**config.mk**
```make
export PLATFORM = sky130hd
export DESIGN_NAME = data_memory_param
export DESIGN_NICKNAME = d
export VERILOG_FILES = /design/src/rtl/data_memory_param.sv
export SDC_FILE = /design/constraint.sdc
export NUM_CORES = 1
export LEC_CHECK = 0
export ABC_CLOCK_PERIOD_IN_PS = 5430
export CAP_MARGIN = 20
export CORE_ASPECT_RATIO = 1.4
export CORE_MARGIN = 2
export CORE_UTILIZATION = 35
export DETAILED_ROUTE_END_ITERATION = 12
export RECOVER_POWER = 50
export SLEW_MARGIN = 10
export SYNTH_ARGS = -nofsm -noshare
export SYNTH_HDL_FRONTEND = slang
export SYNTH_SLANG_ARGS = --single-unit
```
**constraint.sdc**
```tcl
create_clock -name clk -period 5.43 [get_ports clk]
set_input_delay 1.086 -clock clk [delete_from_list [all_inputs] [get_ports clk]]
set_output_delay 1.086 -clock clk [all_outputs]
set_load 0.05 [all_outputs]
```
**src/rtl/data_memory_param.sv**
```systemverilog
// data_memory_param
//   Single-port word memory with a request/response handshake and an
//   optional power-on clear sequence.
//
//   Build option: define DMEM_CLEAR_EN to include the INIT state that writes
//   zero to every word (one word per cycle) before requests are accepted.
//   Without it the block comes out of reset straight into RUN and memory
//   contents are undefined until written.
//
//   Ports
//     clk        rising-edge clock
//     rst_n      asynchronous active-low reset
//     req_valid  request present
//     req_ready  block accepts a request this cycle (RUN only)
//     req_we     1 = write, 0 = read
//     req_addr   word address
//     req_wdata  write data
//     rsp_valid  one-cycle pulse, the cycle after an accepted request
//     rsp_rdata  read data (0 for writes and out-of-range requests), held
//     rsp_err    accepted request addressed at or above DEPTH
//     init_done  memory initialised and usable
module data_memory_param #(
  parameter int DATA_W = 8,
  parameter int ADDR_W = 5,
  parameter int DEPTH  = 32
) (
  input  logic              clk,
  input  logic              rst_n,
  input  logic              req_valid,
  output logic              req_ready,
  input  logic              req_we,
  input  logic [ADDR_W-1:0] req_addr,
  input  logic [DATA_W-1:0] req_wdata,
  output logic              rsp_valid,
  output logic [DATA_W-1:0] rsp_rdata,
  output logic              rsp_err,
  output logic              init_done
);

  // Array index width; req_addr may be wider than the array needs.
  localparam int IDX_W = (DEPTH > 1) ? $clog2(DEPTH) : 1;

  function automatic logic addr_in_range(input logic [ADDR_W-1:0] a);
    return ({1'b0, a} < (ADDR_W + 1)'(DEPTH));
  endfunction

  logic [DATA_W-1:0] mem [DEPTH];

  logic              run_q;
  logic              accept_p0;
  logic              in_range_p0;
  logic              mem_we;
  logic [ADDR_W-1:0] mem_waddr;
  logic [DATA_W-1:0] mem_wdata;

  logic              vld_p1;
  logic              err_p1;
  logic [DATA_W-1:0] rdata_p1;

  assign accept_p0   = req_valid & run_q;
  assign in_range_p0 = addr_in_range(req_addr);

`ifdef DMEM_CLEAR_EN
  typedef enum logic {S_INIT, S_RUN} state_t;

  state_t            state;
  logic [ADDR_W-1:0] clr_cnt;

  // run_q is the registered ready/done flag; it rises on the same edge the
  // FSM enters RUN, i.e. the edge that clears word DEPTH-1.
  always_ff @(posedge clk or negedge rst_n) begin
    if (!rst_n) begin
      state   <= S_INIT;
      clr_cnt <= '0;
      run_q   <= 1'b0;
    end else begin
      case (state)
        S_INIT: begin
          if (clr_cnt == ADDR_W'(DEPTH - 1)) begin
            state <= S_RUN;
            run_q <= 1'b1;
          end else begin
            clr_cnt <= clr_cnt + ADDR_W'(1);
          end
        end
        default: run_q <= 1'b1;
      endcase
    end
  end

  // The clear sequence owns the write port while in INIT; no requests are
  // accepted then, so there is no conflict.
  always_comb begin
    mem_we    = accept_p0 & req_we & in_range_p0;
    mem_waddr = req_addr;
    mem_wdata = req_wdata;
    if (state == S_INIT) begin
      mem_we    = 1'b1;
      mem_waddr = clr_cnt;
      mem_wdata = '0;
    end
  end
`else
  // No clear: ready from the first edge after reset release.
  always_ff @(posedge clk or negedge rst_n) begin
    if (!rst_n) begin
      run_q <= 1'b0;
    end else begin
      run_q <= 1'b1;
    end
  end

  always_comb begin
    mem_we    = accept_p0 & req_we & in_range_p0;
    mem_waddr = req_addr;
    mem_wdata = req_wdata;
  end
`endif

  // ---- stage p0 -> array: memory is never reset, only written ----
  always_ff @(posedge clk) begin
    if (mem_we) begin
      mem[mem_waddr[IDX_W-1:0]] <= mem_wdata;
    end
  end

  // ---- stage p0 -> p1: registered response ----
  always_ff @(posedge clk or negedge rst_n) begin
    if (!rst_n) begin
      vld_p1   <= 1'b0;
      err_p1   <= 1'b0;
      rdata_p1 <= '0;
    end else begin
      vld_p1 <= accept_p0;
      err_p1 <= accept_p0 & ~in_range_p0;
      // rdata only updates with a response so it holds between responses.
      if (accept_p0) begin
        rdata_p1 <= (!req_we && in_range_p0) ? mem[req_addr[IDX_W-1:0]] : '0;
      end
    end
  end

  assign rsp_valid = vld_p1;
  assign rsp_err   = err_p1;
  assign rsp_rdata = rdata_p1;
  assign req_ready = run_q;
  assign init_done = run_q;

endmodule

```
==> results of run 1 <==
==> area by class of cell <==
type | instances | area [um^2] | area share (%)
clock buffers | 26 | 629 | 5.35
flip-flops and latches | 266 | 7940 | 67.4
repair buffers | 39 | 322 | 2.73
multi-input cells | 291 | 2280 | 19.3
inverters | 1 | 3.75 | 0.0319
well taps | 380 | 475 | 4.04
clock inverters | 18 | 130 | 1.11
==> critical path, stage by stage <==
cell	delay, ns
buf_6	0.66
buf_4	0.59
mux2i_1	0.28
o22ai_1	0.16
nor4_1	0.54
nand2_1	0.10
a22o_1	0.21
==> per-layer routing <==
layer	global-route usage, %	up-vias
li1	-	2457
met1	18.6	2790
met2	27.7	177
met3	1.77	49
met4	5.69	0
met5	0	-
==> Yosys cell counts (all sizes together) <==
cell type / instances / area, um^2
conb: 2 / 7.51
inv: 1 / 3.75
nand4: 2 / 12.5
or4bb: 1 / 11.3
edfxtp: 256 / 7690
nor3: 4 / 20.0
nand4bb: 5 / 56.3
o22ai: 64 / 407
nand2: 13 / 48.8
or4b: 4 / 43.8
nor2: 31 / 116
clkbuf: 5 / 22.5
nand4b: 5 / 43.8
dfrtp: 10 / 250
buf: 32 / 230
a22o: 8 / 70.1
nor4: 16 / 100
mux2i: 128 / 1280
or3: 2 / 12.5
or3b: 2 / 17.5
or4: 1 / 7.51
nand3b: 2 / 15.0
nand3: 1 / 5.00
==> power groups by stage <==
| stage | sequential [mW] | clock, mW | combinational [mW] |
|---|---|---|---|
| 2_1_floorplan | 2.34 | 0 | 0.114 |
| 6_report | 2.27 | 1.63 | 0.234 |
| 3_3_place_gp | 2.31 | 0 | 0.235 |
| 4_1_cts | 2.27 | 1.65 | 0.240 |
| 3_5_place_dp | 2.31 | 0 | 0.240 |
| 5_1_grt | 2.27 | 1.73 | 0.248 |
==> cell families (layout without fill, tap and decap cells) <==
group / after synthesis / in the layout / synth area share (%)
simple gates: 89 / 89 / 4.88
buf+inv: 38 / 84 / 2.45
flops: 266 / 266 / 75.8
other cells: 2 / 2 / 0.0717
compound gates: 72 / 72 / 4.55
mux: 128 / 128 / 12.2
==> per-stage QoR <==
step	hold slack, ns	worst slack [ns]	total power [mW]	area [um^2]	utilization (%)
after floorplan	0.688	2.50	2.45	10500	-
after global placement	0.511	1.32	2.55	11000	37.6
after detailed placement	0.500	1.38	2.55	11000	37.6
after CTS	0.515	1.91	4.16	11800	40.2
after global routing	0.527	1.87	4.25	11800	40.1
final	0.503	2.02	4.13	11800	40.1
==> sequential cells by signal, summed over array words and instances, names as in the netlist <==
register / cells
mem: 256
rsp_rdata: 8
init_done: 1
rsp_valid: 1
==> worst max path at each step <==
stage / depth (start not counted) / startpoint / to / slack (ns)
after floorplan: 5 / req_addr[1] / mem[27][0]$_DFFE_PP_ / 2.50
after global placement: 3 / req_addr[0] / mem[27][3]$_DFFE_PP_ / 1.32
after detailed placement: 3 / req_addr[0] / mem[25][3]$_DFFE_PP_ / 1.38
after CTS: 3 / req_addr[0] / mem[25][2]$_DFFE_PP_ / 1.91
after global routing: 7 / req_valid / mem[26][4]$_DFFE_PP_ / 1.87
final: 7 / req_addr[1] / rsp_rdata[4]$_DFFE_PN0N_ / 2.02
==> results.sh, run 1 <==
export IMPL_grt_pass1_wl_um=35400
export IMPL_grt_ovfl_total=0
export IMPL_powerDensity_mw_per_mm2=351
export IMPL_seqPwrFrac_pct=55.0
export IMPL_cts_buffers=24
export IMPL_violations="max-capacitance violations, max-slew violations"
export IMPL_syn_num_nets=612
export IMPL_htreeDepth=1
export IMPL_layout_commonest_cell="edfxtp_1"
export IMPL_min_path_cells=1
export IMPL_r2r_end="mem[26][4]$_DFFE_PP_"
export IMPL_drv_slew=198
export IMPL_wl_per_cell_um=23.4
export IMPL_wl_met1_um=9040
export IMPL_vias=5473
export IMPL_place_gp_congestion=0.968
export IMPL_clock_power_share_pct=39.3
export IMPL_clock_latency_ns=0.52
export IMPL_grt_usage_pct=15.3
export IMPL_min_period_ns=3.41
export IMPL_clock_sinks=266
export IMPL_crit_type="primary input to register"
export IMPL_routed_top_layer="met4"
export IMPL_rows=74
export IMPL_dp_cells=975
export IMPL_fin_nets=640
export IMPL_switchingPower_mw=0.868
export IMPL_wl_met2_um=12800
export IMPL_synth_seq_cells=266
export IMPL_layout_common_cells="edfxtp_1 (256), mux2i_1 (128), o22ai_1 (63), nor2_1 (31), clkbuf_16 (25)"
export IMPL_initial_utilization_pct=35.7
export IMPL_intPower_mw=3.27
export IMPL_grt_max_degree=85
export IMPL_reg2reg_from="init_done$_DFF_PN0_"
export IMPL_via_per_inst=5.36
export IMPL_areaGrowthSynthToFinish_pct=12.5
export IMPL_postSynthAreaPerCell_um2=17.6
export IMPL_slew_limit_headroom_pct=-12.4
export IMPL_dieArea_mm2=0.0313
export IMPL_fillers=2598
export IMPL_period_share_pct=62.8
export IMPL_worstSetupStartpointType="primary input"
export IMPL_switching_share_pct=21.0
export IMPL_grt_antenna_before_repair=0
export IMPL_drt_iter0_drc=447
export IMPL_clkSlewWorstSetupHoldPaths_ns=0.06
export IMPL_hp_start="rsp_rdata[7]$_DFFE_PN0N_"
export IMPL_drive_gt1_share_pct=6.71
export IMPL_max_cap_violations=7
export IMPL_post_cts_buffers=0
export IMPL_fp_dieH_um=209
export IMPL_dr_pass1_iters=5
export IMPL_cp_end_kind="register"
export IMPL_cp_arrival_ns=3.81
export IMPL_worst_pin_slew_ns=1.69
export IMPL_required_ns=5.83
export IMPL_rsz0062_at_grt="false"
export IMPL_synth_warnings=0
export IMPL_cts_root_buf="clkbuf_16"
export IMPL_cts_hold_buf=0
export IMPL_r2r_cells=6
export IMPL_die_w_um=150
export IMPL_r2r_slack_ns=2.81
export IMPL_fin_tns_setup_ns=0
export IMPL_instances_no_fill=1021
export IMPL_fmax_mhz=293
export IMPL_grt_pass1_vias=5506
export IMPL_antenna_cells=0
export IMPL_status="finished, violations left"
export IMPL_setup_viol=0
export IMPL_syn_area_mm2=0.0105
export IMPL_irDropWorstVdd_mv=0.174
export IMPL_power_share_combinational_pct=5.7
export IMPL_min_to="rsp_rdata[7]$_DFFE_PN0N_"
export IMPL_io_buffers=27
export IMPL_post_cts_resized=0
export IMPL_path_max_fanout=84
export IMPL_clock_path_buffers=3
export IMPL_ioPinCount=29
export IMPL_core_mm2=0.0294
export IMPL_power_leakage_nw=3.98
export IMPL_ant_nets=0
export IMPL_yosysUniqueCellTypes=29
export IMPL_hold_class="register to register"
export IMPL_finalClockSkew_ns=0.00812
export IMPL_netlist_instances=595
export IMPL_hold_viol=0
export IMPL_drc=0
export IMPL_met3WireLength_um=1160
export IMPL_yosysSeqAreaShare_pct=75.8
export IMPL_routed_wl_um=23900
export IMPL_hpwl_um=15700
export IMPL_tritoncts="yes"
(Power assumes the default switching activity.)
==> run 2: changes to the inputs <==
Settings changed: ABC_CLOCK_PERIOD_IN_PS 5430 to 3450.
Clock period 5.43 ns to 3.45 ns, I/O delays scaled along.
==> run 2 against run 1 <==
  * The flow still finishes with violations (max-capacitance violations, max-slew violations)
  * First-iteration DRC count is 55% higher
  * Worst hold slack lost 0.0027 ns
  * Cell area rose by 3.9%
  * Setup slack got worse by 1.6 ns
  * Global-route usage increased by 0.41 points
  * Die area did not move
  * Wire length is 2.0% higher
  * Sequential power increased by 57%
  * Via count rose by 2.6%
  * Flip-flop and latch count is the same
  * Largest power group unchanged
==> results.sh, run 2 (synthesis results as in run 1) <==
export IMPL_cp_arrival_ns=3.47
export IMPL_hold_class="register to register"
export IMPL_design_area_mm2=0.0122
export IMPL_ioPinCount=29
export IMPL_reg2reg_from="init_done$_DFF_PN0_"
export IMPL_io_buffers=27
export IMPL_die_w_um=150
export IMPL_grt_pass1_wl_um=36100
export IMPL_fmax_mhz=327
export IMPL_irDropWorstVdd_mv=0.290
export IMPL_clock_latency_ns=0.53
export IMPL_fin_nets=687
export IMPL_r2r_cells=6
export IMPL_place_gp_congestion=0.921
export IMPL_drive_gt1_share_pct=13.1
export IMPL_violations="max-capacitance violations, max-slew violations"
export IMPL_instances_no_fill=1068
export IMPL_dr_pass1_iters=5
export IMPL_r2r_slack_ns=1.46
export IMPL_crit_type="primary input to register"
export IMPL_ant_nets=0
export IMPL_min_period_ns=3.06
export IMPL_max_cap_violations=8
export IMPL_hold_ws_ns=0.501
export IMPL_grt_antenna_before_repair=2
export IMPL_drt_iter0_drc=691
export IMPL_vias=5618
export IMPL_drv_slew=264
export IMPL_path_max_fanout=18
export IMPL_dp_cells=1024
export IMPL_hold_viol=0
export IMPL_grt_usage_pct=15.7
export IMPL_power_leakage_nw=4.25
export IMPL_status="finished, violations left"
export IMPL_clkSlewWorstSetupHoldPaths_ns=0.07
export IMPL_layout_commonest_cell="edfxtp_1"
export IMPL_initial_utilization_pct=35.7
export IMPL_worst_pin_slew_ns=1.72
export IMPL_startpoint="req_addr[3]"
export IMPL_wl_per_cell_um=22.8
export IMPL_post_cts_resized=0
export IMPL_antenna_cells=0
export IMPL_worstSetupStartpointType="primary input"
export IMPL_fp_dieH_um=209
export IMPL_fin_tns_setup_ns=0
export IMPL_largest_reg_flops=256
export IMPL_rsz0062_at_grt="false"
export IMPL_tritoncts="yes"
export IMPL_setup_viol=0
export IMPL_clock_sinks=266
export IMPL_grt_max_degree=56
export IMPL_cp_end_kind="register"
export IMPL_layout_common_cells="edfxtp_1 (256), mux2i_1 (128), o22ai_1 (63), buf_4 (48), nor2_1 (31)"
export IMPL_rows=74
export IMPL_cts_hold_buf=0
export IMPL_clock_path_buffers=3
export IMPL_dieArea_mm2=0.0313
export IMPL_powerDensity_mw_per_mm2=553
export IMPL_r2r_end="mem[24][3]$_DFFE_PP_"
export IMPL_cts_buffers=24
export IMPL_post_cts_buffers=0
export IMPL_routed_wl_um=24400
export IMPL_endpoint="rsp_rdata[5]$_DFFE_PN0N_"
export IMPL_slew_limit_headroom_pct=-14.3
export IMPL_htreeDepth=1
export IMPL_hpwl_um=16400
export IMPL_place_area_mm2=0.0114
export IMPL_period_share_pct=88.6
export IMPL_grt_ovfl_total=0
export IMPL_areaGrowthSynthToFinish_pct=16.9
export IMPL_core_mm2=0.0294
export IMPL_cts_root_buf="clkbuf_16"
export IMPL_required_ns=3.86
export IMPL_drc=0
export IMPL_grt_pass1_vias=5666
export IMPL_via_per_inst=5.26
export IMPL_finalClockSkew_ns=0.0172
## run 2: how the worst min path moves through the flow
stage / start / end / depth (start not counted)
floorplan: rst_n / init_done$_DFF_PN0_ / 0
global placement: rsp_rdata[3]$_DFFE_PN0N_ / rsp_rdata[3]$_DFFE_PN0N_ / 1
detailed placement: rsp_rdata[1]$_DFFE_PN0N_ / rsp_rdata[1]$_DFFE_PN0N_ / 1
CTS: rst_n / rsp_rdata[2]$_DFFE_PN0N_ / 1
global route: rsp_rdata[2]$_DFFE_PN0N_ / rsp_rdata[2]$_DFFE_PN0N_ / 1
finish: rsp_rdata[2]$_DFFE_PN0N_ / rsp_rdata[2]$_DFFE_PN0N_ / 1
## run 2: per-stage QoR
stage               setup WS, ns  utilization, %  power, mW
floorplan                  0.860               -       3.86
global placement         -0.0399            39.0       4.03
detailed placement       -0.0353            39.0       4.04
CTS                        0.505            41.8       6.83
global route               0.254            41.7       6.97
finish                     0.392            41.7       6.76
## run 2: cell type report
| cell class | count | area (um^2) |
|---|---|---|
| Multi-Input combinational cell | 291 | 2280 |
| Fill cell | 2557 | 17100 |
| Sequential cell | 266 | 7940 |
| Timing Repair Buffer | 86 | 706 |
| Tap cell | 380 | 475 |
| Clock inverter | 13 | 189 |
| Clock buffer | 31 | 648 |
| Inverter | 1 | 3.75 |
## run 2: where the power goes
part           total (mW)  switching (mW)  internal, mW
combinational       0.393           0.258         0.135
sequential           3.57         0.00919          3.56
clock                2.80            1.10          1.70
## run 2: per-layer routing
| layer | wire, um | track usage [%] |
|---|---|---|
| met1 | 8910 | 17.7 |
| met4 | 922 | 6.31 |
| met3 | 1090 | 2.12 |
| met5 | 19 | 0 |
| met2 | 13400 | 29.5 |
## run 2: worst max-delay path, cell delays in order
cell	delay (ns)
clkdlybuf4s50_1	0.90
buf_4	0.26
or4b_1	0.33
o22ai_1	0.23
nor4_1	0.71
nand2_1	0.11
a22o_1	0.21
